`src/rtl/overlap_frame_scheduler.sv`:
```
// Purpose: routes each ADC sample into every overlapping FFT analysis window, with per-instance address and frame markers.
// Latency: every output is registered and describes the valid sample taken on the previous clock edge (1 cycle).
// Backpressure: a start due on a not-ready instance is dropped, counted and flagged; frames already in flight always complete.
module overlap_frame_scheduler #(
    parameter int SAMPLE_W         = 12,
    parameter int FFT_SIZE         = 1024,
    parameter int HOP              = 512,
    parameter int NUM_FFT          = 4,
    parameter int BLOCK_SAMPLES    = 25000,
    parameter int FRAMES_PER_BLOCK = 47,
    parameter int ADDR_W           = $clog2(FFT_SIZE)
) (
    input  logic                        i_clk,
    input  logic                        i_reset,
    input  logic                        i_enable,
    input  logic                        i_adc_input_valid,
    input  logic [SAMPLE_W-1:0]         i_adc_data,
    input  logic [NUM_FFT-1:0]          i_fft_ready,
    output logic [NUM_FFT-1:0]          o_wr_en,
    output logic [NUM_FFT*ADDR_W-1:0]   o_wr_addr,
    output logic [SAMPLE_W-1:0]         o_wr_data,
    output logic [NUM_FFT-1:0]          o_frame_start,
    output logic [NUM_FFT-1:0]          o_frame_last,
    output logic                        o_overrun,
    output logic [15:0]                 o_dropped_count,
    output logic                        o_block_done
);

    localparam int HOP_W     = (HOP > 1) ? $clog2(HOP) : 1;
    localparam int BLK_W     = (BLOCK_SAMPLES > 1) ? $clog2(BLOCK_SAMPLES) : 1;
    localparam int STARTED_W = $clog2(FRAMES_PER_BLOCK + 1);
    localparam int CH_W      = (NUM_FFT > 1) ? $clog2(NUM_FFT) : 1;

    localparam logic [HOP_W-1:0]     HOP_LAST    = HOP_W'(HOP - 1);
    localparam logic [BLK_W-1:0]     BLK_LAST    = BLK_W'(BLOCK_SAMPLES - 1);
    localparam logic [STARTED_W-1:0] STARTED_MAX = STARTED_W'(FRAMES_PER_BLOCK);
    localparam logic [CH_W-1:0]      CH_LAST     = CH_W'(NUM_FFT - 1);
    localparam logic [ADDR_W-1:0]    ADDR_LAST   = ADDR_W'(FFT_SIZE - 1);
    localparam logic [15:0]          DROP_MAX    = 16'hFFFF;

    // Round-robin reuse of an instance is only safe if its previous frame has ended
    // before the instance comes round again; reject configurations that break this.
    generate
        if (NUM_FFT * HOP < FFT_SIZE) begin : g_bad_overlap
            $error("overlap_frame_scheduler: NUM_FFT*HOP must be >= FFT_SIZE");
        end
        if (FFT_SIZE < 2 || (FFT_SIZE & (FFT_SIZE - 1)) != 0) begin : g_bad_size
            $error("overlap_frame_scheduler: FFT_SIZE must be a power of two >= 2");
        end
        if (HOP < 1 || NUM_FFT < 1 || BLOCK_SAMPLES < 2) begin : g_bad_basic
            $error("overlap_frame_scheduler: HOP, NUM_FFT must be >= 1 and BLOCK_SAMPLES >= 2");
        end
        if (FRAMES_PER_BLOCK < 1 || (FRAMES_PER_BLOCK - 1) * HOP >= BLOCK_SAMPLES) begin : g_bad_budget
            $error("overlap_frame_scheduler: FRAMES_PER_BLOCK starts must fit inside BLOCK_SAMPLES");
        end
    endgenerate

    // Sequencing state: position within hop and block, frames started this block, next target instance.
    logic [HOP_W-1:0]     r_hop_cnt;
    logic [BLK_W-1:0]     r_block_cnt;
    logic [STARTED_W-1:0] r_started;
    logic [CH_W-1:0]      r_next_ch;
    logic [15:0]          r_dropped;

    // Per-instance frame state.
    logic [NUM_FFT-1:0]   r_active;
    logic [ADDR_W-1:0]    r_addr [NUM_FFT];

    // Registered outputs.
    logic [NUM_FFT-1:0]        r_wr_en;
    logic [NUM_FFT*ADDR_W-1:0] r_wr_addr;
    logic [SAMPLE_W-1:0]       r_wr_data;
    logic [NUM_FFT-1:0]        r_frame_start;
    logic [NUM_FFT-1:0]        r_frame_last;
    logic                      r_overrun;
    logic                      r_block_done;

    // Decisions for the current sample.
    logic                 w_start_due;
    logic                 w_target_rdy;
    logic                 w_drop;
    logic [NUM_FFT-1:0]   w_start_vec;
    logic [NUM_FFT-1:0]   w_wr_en;
    logic [NUM_FFT-1:0]   w_last;
    logic [ADDR_W-1:0]    w_addr [NUM_FFT];
    logic                 w_block_wrap;
    logic                 w_hop_wrap;
    logic [CH_W-1:0]      w_next_ch_inc;

    // Decide whether a frame starts or is dropped on this sample, and which instances write where.
    always_comb begin
        w_start_due   = 1'b0;
        w_target_rdy  = 1'b0;
        w_drop        = 1'b0;
        w_start_vec   = '0;
        w_wr_en       = '0;
        w_last        = '0;
        w_block_wrap  = (r_block_cnt == BLK_LAST);
        w_hop_wrap    = (r_hop_cnt == HOP_LAST);
        w_next_ch_inc = (r_next_ch == CH_LAST) ? '0 : r_next_ch + CH_W'(1);
        for (int i = 0; i < NUM_FFT; i++) begin
            w_addr[i] = '0;
        end

        w_start_due  = (r_hop_cnt == '0) && i_enable && (r_started < STARTED_MAX);
        w_target_rdy = i_fft_ready[r_next_ch];
        if (w_start_due && w_target_rdy) begin
            w_start_vec[r_next_ch] = 1'b1;
        end
        w_drop = w_start_due && !w_target_rdy;

        // A freshly started instance writes address 0 on the same sample as its start.
        for (int i = 0; i < NUM_FFT; i++) begin
            w_wr_en[i] = r_active[i] | w_start_vec[i];
            w_addr[i]  = w_start_vec[i] ? '0 : r_addr[i];
            w_last[i]  = w_wr_en[i] && (w_addr[i] == ADDR_LAST);
        end
    end

    // Hop/block position, per-block start budget, round-robin pointer and drop counter.
    always_ff @(posedge i_clk or negedge i_reset) begin
        if (!i_reset) begin
            r_hop_cnt   <= '0;
            r_block_cnt <= '0;
            r_started   <= '0;
            r_next_ch   <= '0;
            r_dropped   <= '0;
        end else if (i_adc_input_valid) begin
            // The block wrap realigns the hop grid and refills the start budget for the next sample.
            if (w_block_wrap) begin
                r_block_cnt <= '0;
                r_hop_cnt   <= '0;
                r_started   <= '0;
            end else begin
                r_block_cnt <= r_block_cnt + BLK_W'(1);
                r_hop_cnt   <= w_hop_wrap ? '0 : r_hop_cnt + HOP_W'(1);
                if (w_start_due && w_target_rdy) begin
                    r_started <= r_started + STARTED_W'(1);
                end
            end
            // The pointer moves on every due start, taken or dropped, so instances keep their slot.
            if (w_start_due) begin
                r_next_ch <= w_next_ch_inc;
            end
            if (w_drop && (r_dropped != DROP_MAX)) begin
                r_dropped <= r_dropped + 16'd1;
            end
        end
    end

    // Per-instance frame progress: activate on start, step the address, retire after the last word.
    always_ff @(posedge i_clk or negedge i_reset) begin
        if (!i_reset) begin
            r_active <= '0;
            for (int i = 0; i < NUM_FFT; i++) begin
                r_addr[i] <= '0;
            end
        end else if (i_adc_input_valid) begin
            for (int i = 0; i < NUM_FFT; i++) begin
                if (w_wr_en[i]) begin
                    if (w_last[i]) begin
                        r_active[i] <= 1'b0;
                        r_addr[i]   <= '0;
                    end else begin
                        r_active[i] <= 1'b1;
                        r_addr[i]   <= w_addr[i] + ADDR_W'(1);
                    end
                end
            end
        end
    end

    // Output register: strobes describe the previous valid sample and are cleared on idle cycles.
    always_ff @(posedge i_clk or negedge i_reset) begin
        if (!i_reset) begin
            r_wr_en       <= '0;
            r_wr_addr     <= '0;
            r_wr_data     <= '0;
            r_frame_start <= '0;
            r_frame_last  <= '0;
            r_overrun     <= 1'b0;
            r_block_done  <= 1'b0;
        end else if (i_adc_input_valid) begin
            r_wr_en       <= w_wr_en;
            r_wr_data     <= i_adc_data;
            r_frame_start <= w_start_vec;
            r_frame_last  <= w_last;
            r_overrun     <= w_drop;
            r_block_done  <= w_block_wrap;
            for (int i = 0; i < NUM_FFT; i++) begin
                r_wr_addr[i*ADDR_W +: ADDR_W] <= w_addr[i];
            end
        end else begin
            r_wr_en       <= '0;
            r_frame_start <= '0;
            r_frame_last  <= '0;
            r_overrun     <= 1'b0;
            r_block_done  <= 1'b0;
        end
    end

    assign o_wr_en         = r_wr_en;
    assign o_wr_addr       = r_wr_addr;
    assign o_wr_data       = r_wr_data;
    assign o_frame_start   = r_frame_start;
    assign o_frame_last    = r_frame_last;
    assign o_overrun       = r_overrun;
    assign o_dropped_count = r_dropped;
    assign o_block_done    = r_block_done;

endmodule

```
`config.mk`:
```
export PLATFORM = sky130hd
export DESIGN_NAME = overlap_frame_scheduler
export DESIGN_NICKNAME = d
export VERILOG_FILES = /design/src/rtl/overlap_frame_scheduler.sv
export SDC_FILE = /design/constraint.sdc
export NUM_CORES = 1
export LEC_CHECK = 0
export CAP_MARGIN = 20
export CORE_MARGIN = 5
export CORE_UTILIZATION = 50
export CTS_CLUSTER_DIAMETER = 60
export DETAILED_ROUTE_END_ITERATION = 8
export MAX_ROUTING_LAYER = met4
export PLACE_DENSITY_LB_ADDON = 0.08
export SLEW_MARGIN = 10
export SYNTH_ARGS = -nofsm -noshare
export SYNTH_HDL_FRONTEND = slang
export SYNTH_SLANG_ARGS = --single-unit
```
`constraint.sdc`:
```
create_clock -name i_clk -period 2.9 [get_ports i_clk]
set_input_delay 0.435 -clock i_clk [delete_from_list [all_inputs] [get_ports i_clk]]
set_output_delay 0.435 -clock i_clk [all_outputs]
set_load 0.02 [all_outputs]
```
==> results of run 1 <==
## cell usage after synthesis, drive strengths merged, types with 3 or more instances
library cell  count
nor4              9
a31oi             5
nor4bb            3
a22o              5
buf              14
a32o              3
o211ai            7
and2             11
nand3            45
nor3              8
xnor2            20
and3             16
o2bb2ai          34
o31ai             7
or4              12
nand4            25
or3               8
a21oi             8
xor2             11
dfrtp           158
mux2i             4
nand2b            5
nor2b             6
nand2           100
ha               14
o311ai            3
o22ai             3
mux2             22
a21o              7
nor2             41
o21a              4
clkbuf           22
and4              4
a211o             3
o41ai             5
o21ai            31
inv              23
## power groups by stage
stage / logic, W / clock network, W / registers, W
2_1_floorplan: 0.000714 / 0 / 0.00292
3_3_place_gp: 0.00136 / 0 / 0.00287
3_5_place_dp: 0.00140 / 0 / 0.00287
4_1_cts: 0.00141 / 0.00237 / 0.00284
5_1_grt: 0.00158 / 0.00246 / 0.00290
6_report: 0.00142 / 0.00233 / 0.00284
## per-layer routing
layer	vias up	wire [microns]	GRT usage, %
met1	2934	7960	27.5
li1	2874	-	-
met5	-	0	-
met3	29	687	4.20
met2	155	8230	31.3
met4	0	299	6.73
## logic make-up (layout without fill, tap and decap cells)
| group | count (synthesis) | in the layout |
|---|---|---|
| compound gates | 135 | 135 |
| mux | 27 | 27 |
| fa+ha+maj | 14 | 14 |
| buf+inv | 59 | 192 |
| simple gates | 301 | 301 |
| xor+xnor | 31 | 31 |
| flops | 158 | 158 |
## worst register-to-register path: stages, from the launching register on
cell	delay (ps)
dfrtp_1	410
mux4_2	570
buf_4	170
nand3_2	90
and2_4	150
ha_2	170
nand4_1	180
nor4_4	380
buf_4	170
a31oi_1	30
o211ai_1	210
o31ai_1	120
## repair_timing
action,4_1_cts,5_1_grt
hold endpoints to repair,5,0
buffers inserted,0,1
endpoints found under the setup margin,0,17
gates resized for setup,0,12
hold buffers,1,0
## area by class of cell
class,count,area (sq um)
Fill cell,1126,5060
Sequential cell,158,3950
Multi-Input combinational cell,508,3340
Timing Repair Buffer,137,1310
Clock buffer,21,450
Tap cell,184,230
Clock inverter,11,165
Inverter,23,86.3
## registers in the layout (all words and copies together) (netlist names)
register	flops
r_block_cnt	15
o_overrun	1
o_wr_addr	40
o_dropped_count	16
o_wr_en	4
r_started	6
o_frame_start	4
r_next_ch	2
o_block_done	1
o_frame_last	4
r_addr	40
o_wr_data	12
r_hop_cnt	9
r_active	4
## through the flow
step | TNS [ps] | instance area, sq um | total power, W
detailed placement | -4550 | 8860 | 0.00427
global placement | -2130 | 8860 | 0.00422
global route | -23.4 | 9530 | 0.00694
finish | 0 | 9530 | 0.00659
floorplan | 0 | 7500 | 0.00364
CTS | 0 | 9480 | 0.00662
## worst paths after layout
path	start	cells after the start	endpoint	slack (ps)
setup / recovery	r_next_ch[0]	11	r_addr[35]	110
max in group asynchronous	i_reset	3	o_block_done	1600
hold reg to reg	o_wr_addr[2]	1	o_wr_addr[2]	480
min in group asynchronous	i_reset	2	o_wr_addr[4]	550
setup reg to reg	r_next_ch[0]	11	r_addr[35]	110
hold / removal	i_adc_input_valid	3	r_block_cnt[2]	340
==> impl_metrics.env, run 1 <==
export IMPL_outcome="finished clean"
export IMPL_yosys_warnings=0
export IMPL_clk_pin_slew_ps=60
export IMPL_antenna_cells=0
export IMPL_fin_crit_sh_pct=96.4
export IMPL_cp_required_ps=3180
export IMPL_hold_viol=0
export IMPL_hold_slack_ps=338
export IMPL_place_inst=1008
export IMPL_grt_overflow=0
export IMPL_critical_path_top_delay_family="simple AND/OR/NAND/NOR gates"
export IMPL_path_cells="mux4_2 -> buf_4 -> nand3_2 -> and2_4 -> ha_2 -> nand4_1 -> nor4_4 -> buf_4 -> a31oi_1 -> o211ai_1 -> o31ai_1"
export IMPL_clockBufferDepth=2
export IMPL_synthFlopType="dfrtp_1"
export IMPL_setup_violations=0
export IMPL_synthMuxAreaShare_pct=4.14
export IMPL_synth_adder_area_share_pct=2.34
export IMPL_p_leak_nw=4.19
export IMPL_max_clock_freq_mhz=358
export IMPL_synthArstFlopShare_pct=100
export IMPL_p_switching_w=0.00192
export IMPL_slew_viol_final=0
export IMPL_netlist_area_leader_share_pct=52.8
export IMPL_vias_per_cell=5.75
export IMPL_drtAntennaViolNets=0
export IMPL_cpPeakStageDelay_ps=570
export IMPL_seqPwrFrac_pct=43.1
export IMPL_synthCells=725
export IMPL_finalNonFillerCells=1042
export IMPL_crit_type="reg -> reg"
export IMPL_setup_ws_ps=105
export IMPL_dieArea_sq_um=17500
export IMPL_wirelength_microns=17200
export IMPL_ir_drop_mv=0.434
export IMPL_cap_violations=0
export IMPL_final_cell_mix="dfrtp_1 (158), nand2_1 (100), clkdlybuf4s50_1 (99)"
export IMPL_post_route_util_pct=65.3
export IMPL_portBuffers=101
export IMPL_grt_start_max_net_pins=106
export IMPL_dp_hpwl_microns=11600
export IMPL_cp_end_kind="flop"
export IMPL_synth_area_sq_um=7490
export IMPL_synth_edf_count=0
export IMPL_clock_skew_ps=9.20
export IMPL_antenna_found_initial=0
export IMPL_cts_tree="done"
export IMPL_crit_arrival_ps=3080
export IMPL_max_slew_margin_rel_pct=39.7
export IMPL_sw_frac_of_total_pct=29.2
export IMPL_drc=0
export IMPL_core_area_sq_um=14600
export IMPL_syn_area_per_cell_sq_um=10.3
export IMPL_p_clk_share_pct=35.3
export IMPL_grt_pass1_vias=5966
export IMPL_vias=5992
export IMPL_critical_path_buf_inv_count=2
export IMPL_worstSkewPairLatency_ps=420
export IMPL_synth_top_family_by_area="simple AND/OR/NAND/NOR gates"
export IMPL_yosys_area_share_xor_xnor_pct=3.63
export IMPL_die_w_microns=132
export IMPL_post_drt_wl_per_cell_microns=16.5
export IMPL_p_per_area_nw_per_um2=692
export IMPL_comb_power_share_pct=21.6
export IMPL_fin_nets=879
export IMPL_period_needed_ps=2790
export IMPL_tightest_slew_ps=903
export IMPL_yosysTopAreaCell="dfrtp_1"
export IMPL_place_ws_ps=-243
export IMPL_ys_types=56
export IMPL_p_int_w=0.00467
export IMPL_drive_gt1_share_pct=12.4
export IMPL_synth_compound_area_share_pct=13.4
export IMPL_ys_seq_elements=158
export IMPL_drt_pass1_iter_count=5
export IMPL_core_rowCount=44
export IMPL_hold_path_class="in -> reg"
export IMPL_cts_root_buf="clkbuf_16"
export IMPL_cp_start_kind="flop"
export IMPL_critPathMaxFanout=4
export IMPL_htree_levels=4
export IMPL_clock_sinks=158
export IMPL_cp_slowest_cell="mux4_2"
export IMPL_cpMostUsedCell="buf_4"
export IMPL_synthToLayoutAreaGrowth_pct=27.3
export IMPL_fp_dieH_microns=132
export IMPL_io_pins=102
export IMPL_final_common_cell="dfrtp_1"
export IMPL_cts_made_buffers=17
export IMPL_dr_first_iter_drc_count=320
export IMPL_grt_pass1_wl_microns=29200
export IMPL_grt_use_total_pct=20.5
export IMPL_start_util_pct=51.3
export IMPL_synthSimpleGateAreaFrac_pct=20.3
export IMPL_gp_congestion=0.869
export IMPL_synth_nets=759
export IMPL_synth_area_leaders="dfrtp_1 (53%), nand2_1 (5.0%), o2bb2ai_1 (4.0%)"
export IMPL_yosysSeqAreaShare_pct=52.8
Note: power is estimated with default switching activity, not from simulation.
==> run 2, diff against run 1 <==
CAP_MARGIN = unset   (was 20)
==> results of run 2 <==
Final layout, timing and power as in run 1 (identical DEF).
